### src/rtl/rat_pkg.sv
// rat_pkg: shared direction encoding, inverse helper and replay FSM states for the rat path tracker.
package rat_pkg;
    typedef enum logic [1:0] {
        DIR_XM = 2'b00,
        DIR_YP = 2'b01,
        DIR_YM = 2'b10,
        DIR_XP = 2'b11
    } dir_t;
    typedef logic [0:0] state_t;
    localparam state_t ST_IDLE   = 1'b0;
    localparam state_t ST_REPLAY = 1'b1;
    // The encoding is chosen so that the opposite move is the bitwise complement.
    function automatic dir_t inv_dir(input dir_t d);
        return dir_t'(~d);
    endfunction
endpackage

### src/rtl/path_lifo.sv
// path_lifo: move-history stack with push/pop, top-of-stack view and an async random read port.
module path_lifo #(
    parameter int DEPTH = 16,
    parameter int W = 2,
    localparam int AW = $clog2(DEPTH),
    localparam int CNTW = $clog2(DEPTH + 1)
) (
    input  logic            clk,
    input  logic            rst,
    input  logic            push,
    input  logic            pop,
    input  logic [W-1:0]    din,
    input  logic [AW-1:0]   rd_addr,
    output logic [W-1:0]    top,
    output logic [W-1:0]    rd_data,
    output logic [CNTW-1:0] count,
    output logic            full,
    output logic            empty
);
    logic [W-1:0]    mem_q [DEPTH];
    logic [CNTW-1:0] count_q, count_d, top_idx;
    logic            push_ok, pop_ok;
    assign full    = count_q == CNTW'(DEPTH);
    assign empty   = count_q == '0;
    assign push_ok = push & !full;
    assign pop_ok  = pop & !empty;
    assign top_idx = count_q - CNTW'(1);
    assign top     = mem_q[top_idx[AW-1:0]];
    assign rd_data = mem_q[rd_addr];
    assign count   = count_q;
    // Next occupancy: push and pop are never requested together by the owner.
    always_comb begin
        count_d = push_ok ? count_q + CNTW'(1) : pop_ok ? count_q - CNTW'(1) : count_q;
    end
    // Occupancy register; storage contents need no reset since count gates them.
    always_ff @(posedge clk or posedge rst) begin
        if (rst) count_q <= '0;
        else     count_q <= count_d;
    end
    // Storage write at the current fill level.
    always_ff @(posedge clk) begin
        if (push_ok) mem_q[count_q[AW-1:0]] <= din;
    end
endmodule

### src/rtl/rat_path_tracker.sv
// rat_path_tracker: bounded position tracker with move history, undo and oldest-first path replay.
module rat_path_tracker
    import rat_pkg::*;
#(
    parameter int CW = 4,
    parameter int DEPTH = 16,
    parameter int GOAL_X = 2**CW - 1,
    parameter int GOAL_Y = 2**CW - 1,
    localparam int AW = $clog2(DEPTH),
    localparam int CNTW = $clog2(DEPTH + 1)
) (
    input  logic            clk,
    input  logic            rst,
    input  logic            step_req,
    input  logic [1:0]      step_dir,
    input  logic            blocked,
    input  logic            back_req,
    input  logic            replay_start,
    input  logic            mv_ready,
    output logic [CW-1:0]   x,
    output logic [CW-1:0]   y,
    output logic [CNTW-1:0] depth,
    output logic            full,
    output logic            empty,
    output logic            invalid,
    output logic            finish,
    output logic            cmd_ack,
    output logic            cmd_nack,
    output logic [1:0]      back_dir,
    output logic            replaying,
    output logic            mv_valid,
    output logic [1:0]      mv_dir,
    output logic            mv_last
);
    localparam logic [CW-1:0] MAXC = '1;
    state_t          state_q, state_d;
    logic [CW-1:0]   x_q, x_d, y_q, y_d;
    logic [AW-1:0]   rd_ptr_q, rd_ptr_d;
    logic [1:0]      back_dir_q, back_dir_d, top_raw;
    logic            ack_q, ack_d, nack_q, nack_d;
    logic            idle, do_back, do_step, do_replay, move_en, hs;
    dir_t            sdir, mdir;
    path_lifo #(.DEPTH(DEPTH), .W(2)) u_lifo (
        .clk     (clk),
        .rst     (rst),
        .push    (do_step),
        .pop     (do_back),
        .din     (step_dir),
        .rd_addr (rd_ptr_q),
        .top     (top_raw),
        .rd_data (mv_dir),
        .count   (depth),
        .full    (full),
        .empty   (empty)
    );
    assign sdir      = dir_t'(step_dir);
    assign invalid   = blocked | (sdir == DIR_XM && x_q == '0) | (sdir == DIR_YP && y_q == MAXC)
                     | (sdir == DIR_YM && y_q == '0) | (sdir == DIR_XP && x_q == MAXC);
    assign idle      = state_q == ST_IDLE;
    assign replaying = state_q == ST_REPLAY;
    assign mv_valid  = replaying;
    assign mv_last   = replaying & (CNTW'(rd_ptr_q) == depth - CNTW'(1));
    assign hs        = mv_valid & mv_ready;
    assign do_back   = idle & back_req & !empty;
    assign do_step   = idle & !back_req & step_req & !invalid & !full;
    assign do_replay = idle & !back_req & !step_req & replay_start & !empty;
    assign move_en   = do_back | do_step;
    assign mdir      = do_back ? inv_dir(dir_t'(top_raw)) : sdir;
    assign x         = x_q;
    assign y         = y_q;
    assign finish    = x_q == CW'(GOAL_X) && y_q == CW'(GOAL_Y);
    assign cmd_ack   = ack_q;
    assign cmd_nack  = nack_q;
    assign back_dir  = back_dir_q;
    // Arbitration, position update and replay sequencing; dropped lower-priority requests get no response.
    always_comb begin
        x_d        = !move_en ? x_q : mdir == DIR_XM ? x_q - CW'(1) : mdir == DIR_XP ? x_q + CW'(1) : x_q;
        y_d        = !move_en ? y_q : mdir == DIR_YM ? y_q - CW'(1) : mdir == DIR_YP ? y_q + CW'(1) : y_q;
        ack_d      = do_back | do_step | do_replay;
        nack_d     = idle ? (back_req ? empty : step_req ? (invalid | full) : (replay_start & empty))
                          : (step_req | back_req | replay_start);
        back_dir_d = do_back ? top_raw : back_dir_q;
        state_d    = do_replay ? ST_REPLAY : (hs & mv_last) ? ST_IDLE : state_q;
        rd_ptr_d   = do_replay ? '0 : hs ? rd_ptr_q + AW'(1) : rd_ptr_q;
    end
    // Control and position state; reset also aborts an in-flight replay.
    always_ff @(posedge clk or posedge rst) begin
        if (rst) begin
            state_q    <= ST_IDLE;
            x_q        <= '0;
            y_q        <= '0;
            rd_ptr_q   <= '0;
            back_dir_q <= '0;
            ack_q      <= 1'b0;
            nack_q     <= 1'b0;
        end else begin
            state_q    <= state_d;
            x_q        <= x_d;
            y_q        <= y_d;
            rd_ptr_q   <= rd_ptr_d;
            back_dir_q <= back_dir_d;
            ack_q      <= ack_d;
            nack_q     <= nack_d;
        end
    end
endmodule
### config.mk
export PLATFORM = sky130hd
export DESIGN_NAME = rat_path_tracker
export DESIGN_NICKNAME = d
export VERILOG_FILES = /design/src/rtl/rat_pkg.sv /design/src/rtl/path_lifo.sv /design/src/rtl/rat_path_tracker.sv
export SDC_FILE = /design/constraint.sdc
export NUM_CORES = 1
export LEC_CHECK = 0
export CORE_ASPECT_RATIO = 0.9
export CORE_MARGIN = 5
export CORE_UTILIZATION = 45
export DETAILED_ROUTE_END_ITERATION = 10
export PLACE_DENSITY = 0.77
export SYNTH_ARGS = -nofsm -noshare
export SYNTH_HDL_FRONTEND = slang
export SYNTH_HIERARCHICAL = 1
export SYNTH_SLANG_ARGS = --single-unit
### constraint.sdc
create_clock -name clk -period 3.7 [get_ports clk]
set_input_delay 0.74 -clock clk [delete_from_list [all_inputs] [get_ports clk]]
set_output_delay 0.74 -clock clk [all_outputs]
set_load 0.01 [all_outputs]
==> results of run 1 <==
[path summary, 6_finish.rpt]
| kind | start | end | slack [ns] | cells after the start |
|---|---|---|---|---|
| hold / removal | back_dir[1]$_DFFE_PP0N_ | back_dir[1]$_DFFE_PP0N_ | 0.51 | 2 |
| min in group asynchronous | rst | u_lifo/count[4]$_DFFE_PP0P_ | 0.66 | 2 |
| hold reg to reg | back_dir[1]$_DFFE_PP0N_ | back_dir[1]$_DFFE_PP0N_ | 0.51 | 2 |
| max in group asynchronous | rst | back_dir[0]$_DFFE_PP0N_ | 2.37 | 2 |
| setup / recovery | u_lifo/count[0]$_DFFE_PP0P_ | mv_last | 0.16 | 10 |
| setup reg to reg | u_lifo/count[0]$_DFFE_PP0P_ | x[3]$_DFFE_PP0P_ | 0.23 | 17 |
[registers in the layout (all words and copies together), names as in the netlist]
register      cells
u_lifo/count      5
u_lifo/mem_q     32
cmd_nack          1
x                 4
back_dir          2
rd_ptr_q          4
y                 4
mv_valid          1
cmd_ack           1
[logic make-up (layout without fill, tap and decap cells)]
logic type / Yosys count / in the layout / share of synthesized area (%)
AO/OA/AOI/OAI: 29 / 29 / 7.33
buffers and inverters: 28 / 73 / 4.26
flip-flops: 54 / 54 / 47.6
AND/OR/NAND/NOR: 78 / 78 / 13.0
XOR/XNOR: 21 / 21 / 5.79
multiplexers: 32 / 32 / 16.0
adder cells (fa/ha/maj): 14 / 14 / 5.99
[through the flow]
stage / utilization, % / area, um2
floorplan: - / 3190
global placement: 52.8 / 3680
detailed placement: 52.8 / 3680
CTS: 54.3 / 3790
global route: 54.8 / 3810
finish: 54.8 / 3810
[cell usage after synthesis, drive strengths merged (3+ instances only)]
master   n  area share, %
nand2   16            1.9
nand2b   3           0.59
a21oi    9            1.8
dfrtp   22             17
mux4    14             10
a22oi    3            1.1
mux2i   13            4.1
buf      8            1.8
nor2    25            3.0
or4b     3            1.1
nor3     5            1.1
xor2     5            1.4
o21ai    3           0.83
mux2     5            1.9
ha      12            4.7
and3     5            1.1
edfxtp  32             30
and2     3           0.59
xnor2   16            4.4
nand3    7            1.1
inv     18            2.2
[critical path: cells and delay by family (launching register included)]
| kind | cells | cell delay, ns |
|---|---|---|
| XOR/XNOR | 1 | 0.11 |
| flip-flops | 1 | 0.39 |
| buffers and inverters | 4 | 0.97 |
| AO/OA/AOI/OAI | 1 | 0.30 |
| AND/OR/NAND/NOR | 3 | 0.52 |
| adder cells (fa/ha/maj) | 1 | 0.18 |
[layer usage]
metal / global-route usage (%) / vias up
li1: - / 1024
met1: 22.4 / 1052
met2: 24.6 / 66
met3: 3.63 / 8
met4: 4.22 / 0
met5: 0 / -
[power groups by stage]
stage	clock [uW]	sequential (uW)	combinational (uW)
after global placement	0	947	1830
final	391	937	1940
after detailed placement	0	946	1870
after global routing	434	966	2080
after CTS	402	934	1880
after floorplan	0	946	1290
[area by class of cell]
cell class,instances,share of cell area [%]
timing repair buffer,47,11.5
clock buffer,6,1.90
multi-input combinational,174,41.1
tap,93,3.05
inverter,18,1.84
clock inverter,2,0.984
sequential,54,39.7
==> out/qor.txt, run 1 <==
Slowest cell on the critical path - clkdlybuf4s50_1
Final routed DRC violation total - 0
Gr ovfl total - 0
Power Density - 856 nW/um2
Hold_buf cts - 0
Clock buffer count from CTS - 5
Final Net Count - 323
DIE AREA - 8840 um2
Critical path type - reg -> out
Final setup viols - 0
Global-route wire length before repair - 10800 um
Via count - 2150
Sequential area share after synthesis - 47.6%
Tot GR Track Use - 15.7%
Met2 wire length - 3180 um
Post-synth cell types - 53
Synth Instances - 256
Iter 0 DRT Violations - 139
Worst-skew pair later-pin latency - 0.31 ns
Post-synth EDFFs - 32
Setup TNS - 0 ns
CP max FO - 15
Hold Crit Class - reg -> reg
Syn Nets - 279
Antenna-violating nets left - 0
Placed cells - 386
Setup ws final - 0.163 ns
CTS tree - done
Post-Route WL - 6720 um
Initial Utilization - 45.6%
Int Pwr - 2000 uW
Initial antenna violation count - 0
Cell row count - 29
WL/cell - 17.1 um
Core area - 6970 um2
Final period utilization - 95.6%
Crit end category - output port
Layout area overhead - 20.2%
CP arrival - 2.80 ns
MaxCap Viol Count - 0
Antenna diodes - 0
Area of the multi-input gates - 1570 um2
Commonest non-fill, non-tap cell in the layout - clkdlybuf4s50_1
Yosys reg bits - 54
Largest net degree at the start of global routing - 18
Leakage - 0.00148 uW
Async set-reset flop share out of synthesis - 40.7%
Clock-pin slew on the worst setup and hold paths - 0.10 ns
Worst clock skew - 0.0136 ns
Tot Pwr - 3270 uW
Fin. max-slew vios - 0
Most frequent cells in the layout - clkdlybuf4s50_1 (34), edfxtp_1 (32), nor2_1 (25), dfrtp_1 (21), inv_1 (17)
Seq. cell area - 1510 um2
Post-CTS sizing - 0
Root Buffer Master - clkbuf_8
FMAX - 0.283 GHz
Fin. Hold Viols - 0
Gate power share - 59.4%
Net switching fraction of the power - 38.7%
Die Wd - 98.5 um
Sequential power share - 28.7%
CTS H-tree lvls - 2
Tightest Pin Transition - 0.688 ns
Yosys warning total - 6
Vias in the first global route - 2126
I/O pins - 35
Status - finished clean
Hold slack - 0.505 ns
Vias/cell - 5.46
Fill cells - 583
Most used cell, CP - buf_4
Sw Pwr - 1260 uW
Startpoint types - flop
TritonRoute pass-1 iters - 4
CTS Buffer Depth - 2
Avg Inst Size Synth - 12.4 um2
Layout cell share with drive strength beyond 1 - 17.6%
Min cycle time layout - 3.54 ns
Uppermost routed layer - met4
Metal-1 WL - 3070 um
Max-slew headroom - 54.1%
Die Ht - 89.7 um
Routability congestion estimate - 0.880
HPWL after DPL - 5230 um
Post-Place Worst Slack - 0.158 ns
CP Cell Sequence - buf_4, inv_1, ha_1, nand2b_1, xnor2_1, or3_1, a2111oi_2, buf_4, and2_1, clkdlybuf4s50_1
Met3 routed WL - 374 um
Setup bufs post-CTS - 0
Clk sink count - 54
# port buffers - 34
Peak supply drop - 0.462 mV
Worst EP required - 2.96 ns
Non-Filler Instances - 394
Ys flop type - edfxtp_1
Worst path max stage delay - 0.53 ns
Netlist Area Pre-Place - 3170 um2
Clk pwr share - 12.0%
(Power assumes the default switching activity.)
==> inputs of run 2 (changes only) <==
- CORE_UTILIZATION: 45 -> 35
- PLACE_DENSITY: 0.77 -> 0.64
- TNS_END_PERCENT: unset -> 50
==> out/qor.txt, run 2 (synthesized netlist as in run 1, its figures left out) <==
Status - finished clean
Cell row count - 33 (+14%)
Layout area overhead - 20.4%
Critical path type - reg -> out
Die Wd - 110 um (+12%)
Worst-skew pair later-pin latency - 0.30 ns (about the same)
Core area - 9000 um2 (+29%)
Startpoint types - flop
Vias/cell - 5.14 (-5.9%)
Initial antenna violation count - 0 (unchanged)
Commonest non-fill, non-tap cell in the layout - clkdlybuf4s50_1
DIE AREA - 11100 um2 (+25%)
Worst clock skew - 0.0118 ns (-0.00177 ns)
Root Buffer Master - clkbuf_8
CP arrival - 2.82 ns (+0.02 ns)
Largest net degree at the start of global routing - 18 (unchanged)
RSZ-0062 raised after global routing - yes
Hold slack - 0.528 ns (+0.0229 ns)
Placed cells - 414 (+7.3%)
Peak supply drop - 0.378 mV (-18%)
Global-route wire length before repair - 11400 um (+5.1%)
Via count - 2168 (+0.84%)
CTS Buffer Depth - 2 (unchanged)
I/O pins - 35 (unchanged)
HPWL after DPL - 5540 um (+6.1%)
Leakage - 0.00146 uW (-0.99%)
Max reg flops - 32 (unchanged)
Power Density - 837 nW/um2 (-2.2%)
Hold Path Depth - 2 (unchanged)
Setup TNS - 0 ns (unchanged)
Post-Place Worst Slack - 0.151 ns (-0.00712 ns)
Final routed DRC violation total - 0 (unchanged)
Gr ovfl total - 0 (unchanged)
Iter 0 DRT Violations - 92 (-34%)
Setup ws final - 0.137 ns (-0.0259 ns)
Hold_buf cts - 0 (unchanged)
Die Ht - 100 um (+12%)
Most frequent cells in the layout - clkdlybuf4s50_1 (34), edfxtp_1 (32), nor2_1 (25), dfrtp_1 (21), inv_1 (17)
Tot GR Track Use - 13.4% (-2.4 points)
Tightest Pin Transition - 0.698 ns (+0.0103 ns)
WL/cell - 17.0 um (about the same)
Non-Filler Instances - 422 (+7.1%)
Setup bufs post-CTS - 0 (unchanged)
Max-slew headroom - 53.4% (-0.68 points)
Routability congestion estimate - 0.802 (-8.8%)
Antenna diodes - 0 (unchanged)
Fill cells - 873 (+50%)
# port buffers - 34 (unchanged)
CP max FO - 15 (unchanged)
Layout cell share with drive strength beyond 1 - 17.7% (+0.059 points)
Min cycle time layout - 3.56 ns (+0.0259 ns)
CTS H-tree lvls - 2 (unchanged)
Final period utilization - 96.3% (+0.70 points)
FF-to-FF path depth - 16 (-1)
Hold Crit Class - reg -> reg
Worst EP required - 2.96 ns (about the same)
Clock-pin slew on the worst setup and hold paths - 0.10 ns (about the same)
Final Net Count - 322 (-0.31%)
Fin. max-slew vios - 0 (unchanged)
TritonRoute pass-1 iters - 4 (unchanged)
Final setup viols - 0 (unchanged)
Vias in the first global route - 2139 (+0.61%)
MaxCap Viol Count - 0 (unchanged)
Clk sink count - 54 (unchanged)
CTS tree - done
Post-Route WL - 7190 um (+7.1%)
Antenna-violating nets left - 0 (unchanged)
Post-CTS sizing - 1 (+1)
FMAX - 0.281 GHz (-0.73%)
Fin. Hold Viols - 0 (unchanged)
Crit end category - output port
Initial Utilization - 35.3% (-10 points)
Clock buffer count from CTS - 5 (unchanged)
-- run 2: changes by cell type in the layout (fill, tap and decap cells not counted) --
cell / previous run / this run
clkinvlp_4: 1 / 0
bufinv_16: 1 / 0
buf_4: 13 / 12
a211oi_2: 0 / 1
ha_1: 11 / 10
clkinv_1: 0 / 1
clkinv_2: 0 / 1
ha_2: 0 / 1
a211oi_1: 1 / 0
-- run 2: worst paths after layout --
check	start	end	slack [ns]
max in group asynchronous	rst	x[1]$_DFFE_PP0P_	2.36
worst min-delay path	back_dir[1]$_DFFE_PP0N_	back_dir[1]$_DFFE_PP0N_	0.53
worst max register to register	u_lifo/count[0]$_DFFE_PP0P_	x[3]$_DFFE_PP0P_	0.23
min in group asynchronous	rst	u_lifo/count[4]$_DFFE_PP0P_	0.67
worst max-delay path	u_lifo/count[0]$_DFFE_PP0P_	mv_last	0.14
worst min register to register	back_dir[1]$_DFFE_PP0N_	back_dir[1]$_DFFE_PP0N_	0.53
-- run 2: layout make-up --
type	count	area, um2	share of cell area, %
Multi-Input combinational cell	174	1580	41.2
Sequential cell	54	1510	39.6
Timing Repair Buffer	46	430	11.3
Tap cell	122	153	3.99
Clock buffer	6	72.6	1.90
Inverter	18	70.1	1.83
Clock inverter	2	8.76	0.229
-- run 2: per-stage QoR --
stage | util [%] | total power (uW) | cell area, um2
2_1_floorplan | - | 2240 | 3190
3_3_place_gp | 41.2 | 2810 | 3700
3_5_place_dp | 41.2 | 2820 | 3700
4_1_cts | 42.1 | 3160 | 3790
5_1_grt | 42.5 | 3420 | 3820
6_report | 42.5 | 3200 | 3820
-- run 2: critical path, stage by stage, from the launching register on --
cell	delay (ns)
dfrtp_1	0.38
buf_4	0.20
inv_1	0.07
ha_1	0.18
nand2b_1	0.08
xnor2_1	0.12
or3_1	0.32
a2111oi_2	0.34
buf_4	0.18
and2_1	0.12
clkdlybuf4s50_1	0.53
-- run 2: report_power, final --
| group | internal, uW | switching (uW) | total (uW) |
|---|---|---|---|
| sequential | 761 | 187 | 948 |
| clock | 131 | 182 | 313 |
| combinational | 1030 | 906 | 1940 |
-- run 2: routing by layer --
layer  GRT usage (%)  routed length [um]  part of all wire (%)  up-vias
met4            2.27                  28                  0.39        0
met3            2.38                 353                   4.9        6
met1            20.3                3530                    49     1081
li1                -                   -                     -     1021
met2            20.2                3290                    46       60
met5               0                   0                     0        -
==> inputs of run 3 (changes only) <==
- clock period: 3.7 -> 3 ns (I/O delays scaled with it)
==> out/qor.txt, run 3 (synthesized netlist as in run 1, its figures left out) <==
Status - finished, violations left
Violated checks - setup timing
FMAX - 0.312 GHz
Final core occ - 49.2% (+6.7 points)
HPWL after DPL - 6030 um (+8.9%)
Clk sink count - 54 (unchanged)
Dpl cell area - 4050 um2 (+9.3%)
Worst clock skew - 0.00483 ns (-0.00701 ns)
Min cycle time layout - 3.20 ns
MaxCap Viol Count - 0 (unchanged)
WL/cell - 17.4 um (+2.2%)
Leakage - 0.00176 uW (+20%)
Final period utilization - 107%
Most frequent cells in the layout - buf_4 (54), edfxtp_1 (32), clkdlybuf4s50_1 (28), nor2_1 (21), dfrtp_1 (20)
Vias/cell - 5.07 (-1.4%)
Max-slew headroom - 53.7% (+0.27 points)
Post-route cell area - 4420 um2 (+16%)
Hold_buf cts - 0 (unchanged)
Reg-to-reg slack, setup - -0.20 ns (-0.43 ns)
Cell row count - 33 (unchanged)
Setup ws final - -0.204 ns (-0.341 ns)
Tot Pwr - 4950 uW (+55%)
CTS tree - done
Fin. max-slew vios - 0 (unchanged)
Hold slack - 0.530 ns (+0.00147 ns)
Initial antenna violation count - 0 (unchanged)
Initial Utilization - 35.3% (unchanged)
Peak supply drop - 0.390 mV (+3.1%)
Root Buffer Master - clkbuf_8
Final routed DRC violation total - 0 (unchanged)
Power Density - 1120 nW/um2 (+34%)
Layout cell share with drive strength beyond 1 - 38.6% (+21 points)
Clock buffer count from CTS - 5 (unchanged)
Tightest Pin Transition - 0.694 ns (-0.00410 ns)
Fin. Hold Viols - 0 (unchanged)
DIE AREA - 11100 um2 (unchanged)
CTS H-tree lvls - 2 (unchanged)
Critical path type - reg -> reg
Iter 0 DRT Violations - 124 (+35%)
Antenna diodes - 0 (unchanged)
CP arrival - 3.39 ns (+0.57 ns)
Post-Route WL - 8170 um (+14%)
Tot GR Track Use - 15.6% (+2.3 points)
Max reg flops - 32 (unchanged)
Gr ovfl total - 0 (unchanged)
Core area - 9000 um2 (unchanged)
Die Wd - 110 um (unchanged)
# port buffers - 34 (unchanged)
Layout area overhead - 39.4%
Routability congestion estimate - 0.858 (+7.0%)
Crit end category - flop
Largest net degree at the start of global routing - 19 (+1)
Vias in the first global route - 2494 (+17%)
TritonRoute pass-1 iters - 4 (unchanged)
Commonest non-fill, non-tap cell in the layout - buf_4
Antenna-violating nets left - 0 (unchanged)
CTS Buffer Depth - 2 (unchanged)
CP max FO - 7 (-8)
Via count - 2376 (+9.6%)
Hold Crit Class - reg -> reg
RSZ-0062 raised after global routing - yes
Startpoint types - flop
Clock-pin slew on the worst setup and hold paths - 0.09 ns (about the same)
Global-route wire length before repair - 13200 um (+16%)
Worst EP required - 3.19 ns (+0.23 ns)
Final Net Count - 369 (+15%)
Die Ht - 100 um (unchanged)
Final setup viols - 7 (+7)
I/O pins - 35 (unchanged)
Worst-skew pair later-pin latency - 0.30 ns (about the same)
run 3: cell types whose count changed in the layout (fill, tap and decap cells not counted), moves of 4 or more:
cell,change
inv_1,-7
ha_1,-5
inv_4,+4
buf_6,+4
clkdlybuf4s50_1,-6
dlymetal6s2s_1,+4
buf_4,+42
ha_4,+6
nor2_2,+4
nor2_1,-4
run 3: per-stage QoR:
step / TNS, ns / cells / setup slack, ns
floorplan: -1.03 / 256 / -0.339
global placement: -2.08 / 445 / -0.326
detailed placement: -3.02 / 445 / -0.320
CTS: -0.795 / 466 / -0.230
global route: -1.75 / 469 / -0.298
finish: -0.907 / 469 / -0.204
run 3: cell type report:
type / count / area [um2]
clock buffer: 6 / 72.6
clock inverter: 2 / 37.5
fill: 811 / 4580
inverter: 18 / 80.1
multi-input combinational: 174 / 1750
sequential: 54 / 1510
tap: 122 / 153
timing repair buffer: 93 / 821
run 3: metal layers:
layer  track usage, %  part of all wire (%)
met1             20.6                    44
met2             27.2                    52
met3             2.38                   3.4
met4             3.22                  0.76
met5                0                     0
run 3: worst max-delay path: stages (launching register included):
cell	delay, ns
dfrtp_2	0.44
inv_4	0.07
ha_4	0.15
xnor2_4	0.12
buf_12	0.15
mux4_2	0.28
mux2_4	0.27
a22o_1	0.24
nor2_2	0.10
a21oi_2	0.06
buf_4	0.15
ha_4	0.17
ha_4	0.20
a21o_2	0.19
a21oi_2	0.13
xnor2_1	0.13
o211ai_1	0.12
xnor2_1	0.13
run 3: path summary, 6_finish.rpt:
check / from / end / depth (start not counted)
max: u_lifo/count[0]$_DFFE_PP0P_ / x[3]$_DFFE_PP0P_ / 17
min reg2reg: back_dir[1]$_DFFE_PP0N_ / back_dir[1]$_DFFE_PP0N_ / 2
min: back_dir[1]$_DFFE_PP0N_ / back_dir[1]$_DFFE_PP0N_ / 2
max reg2reg: u_lifo/count[0]$_DFFE_PP0P_ / x[3]$_DFFE_PP0P_ / 17
max in group asynchronous: rst / y[2]$_DFFE_PP0P_ / 2
min in group asynchronous: rst / u_lifo/count[3]$_DFFE_PP0P_ / 2
run 3: power by group:
part	internal (uW)	switching (uW)	total (uW)
registers	941	206	1150
logic	1870	1450	3320
clock network	249	230	479
run 3: what timing repair did:
action	CTS	global route
pin swaps	5	5
gates resized for setup	16	21
setup endpoints to repair	20	19
buffers inserted	13	4
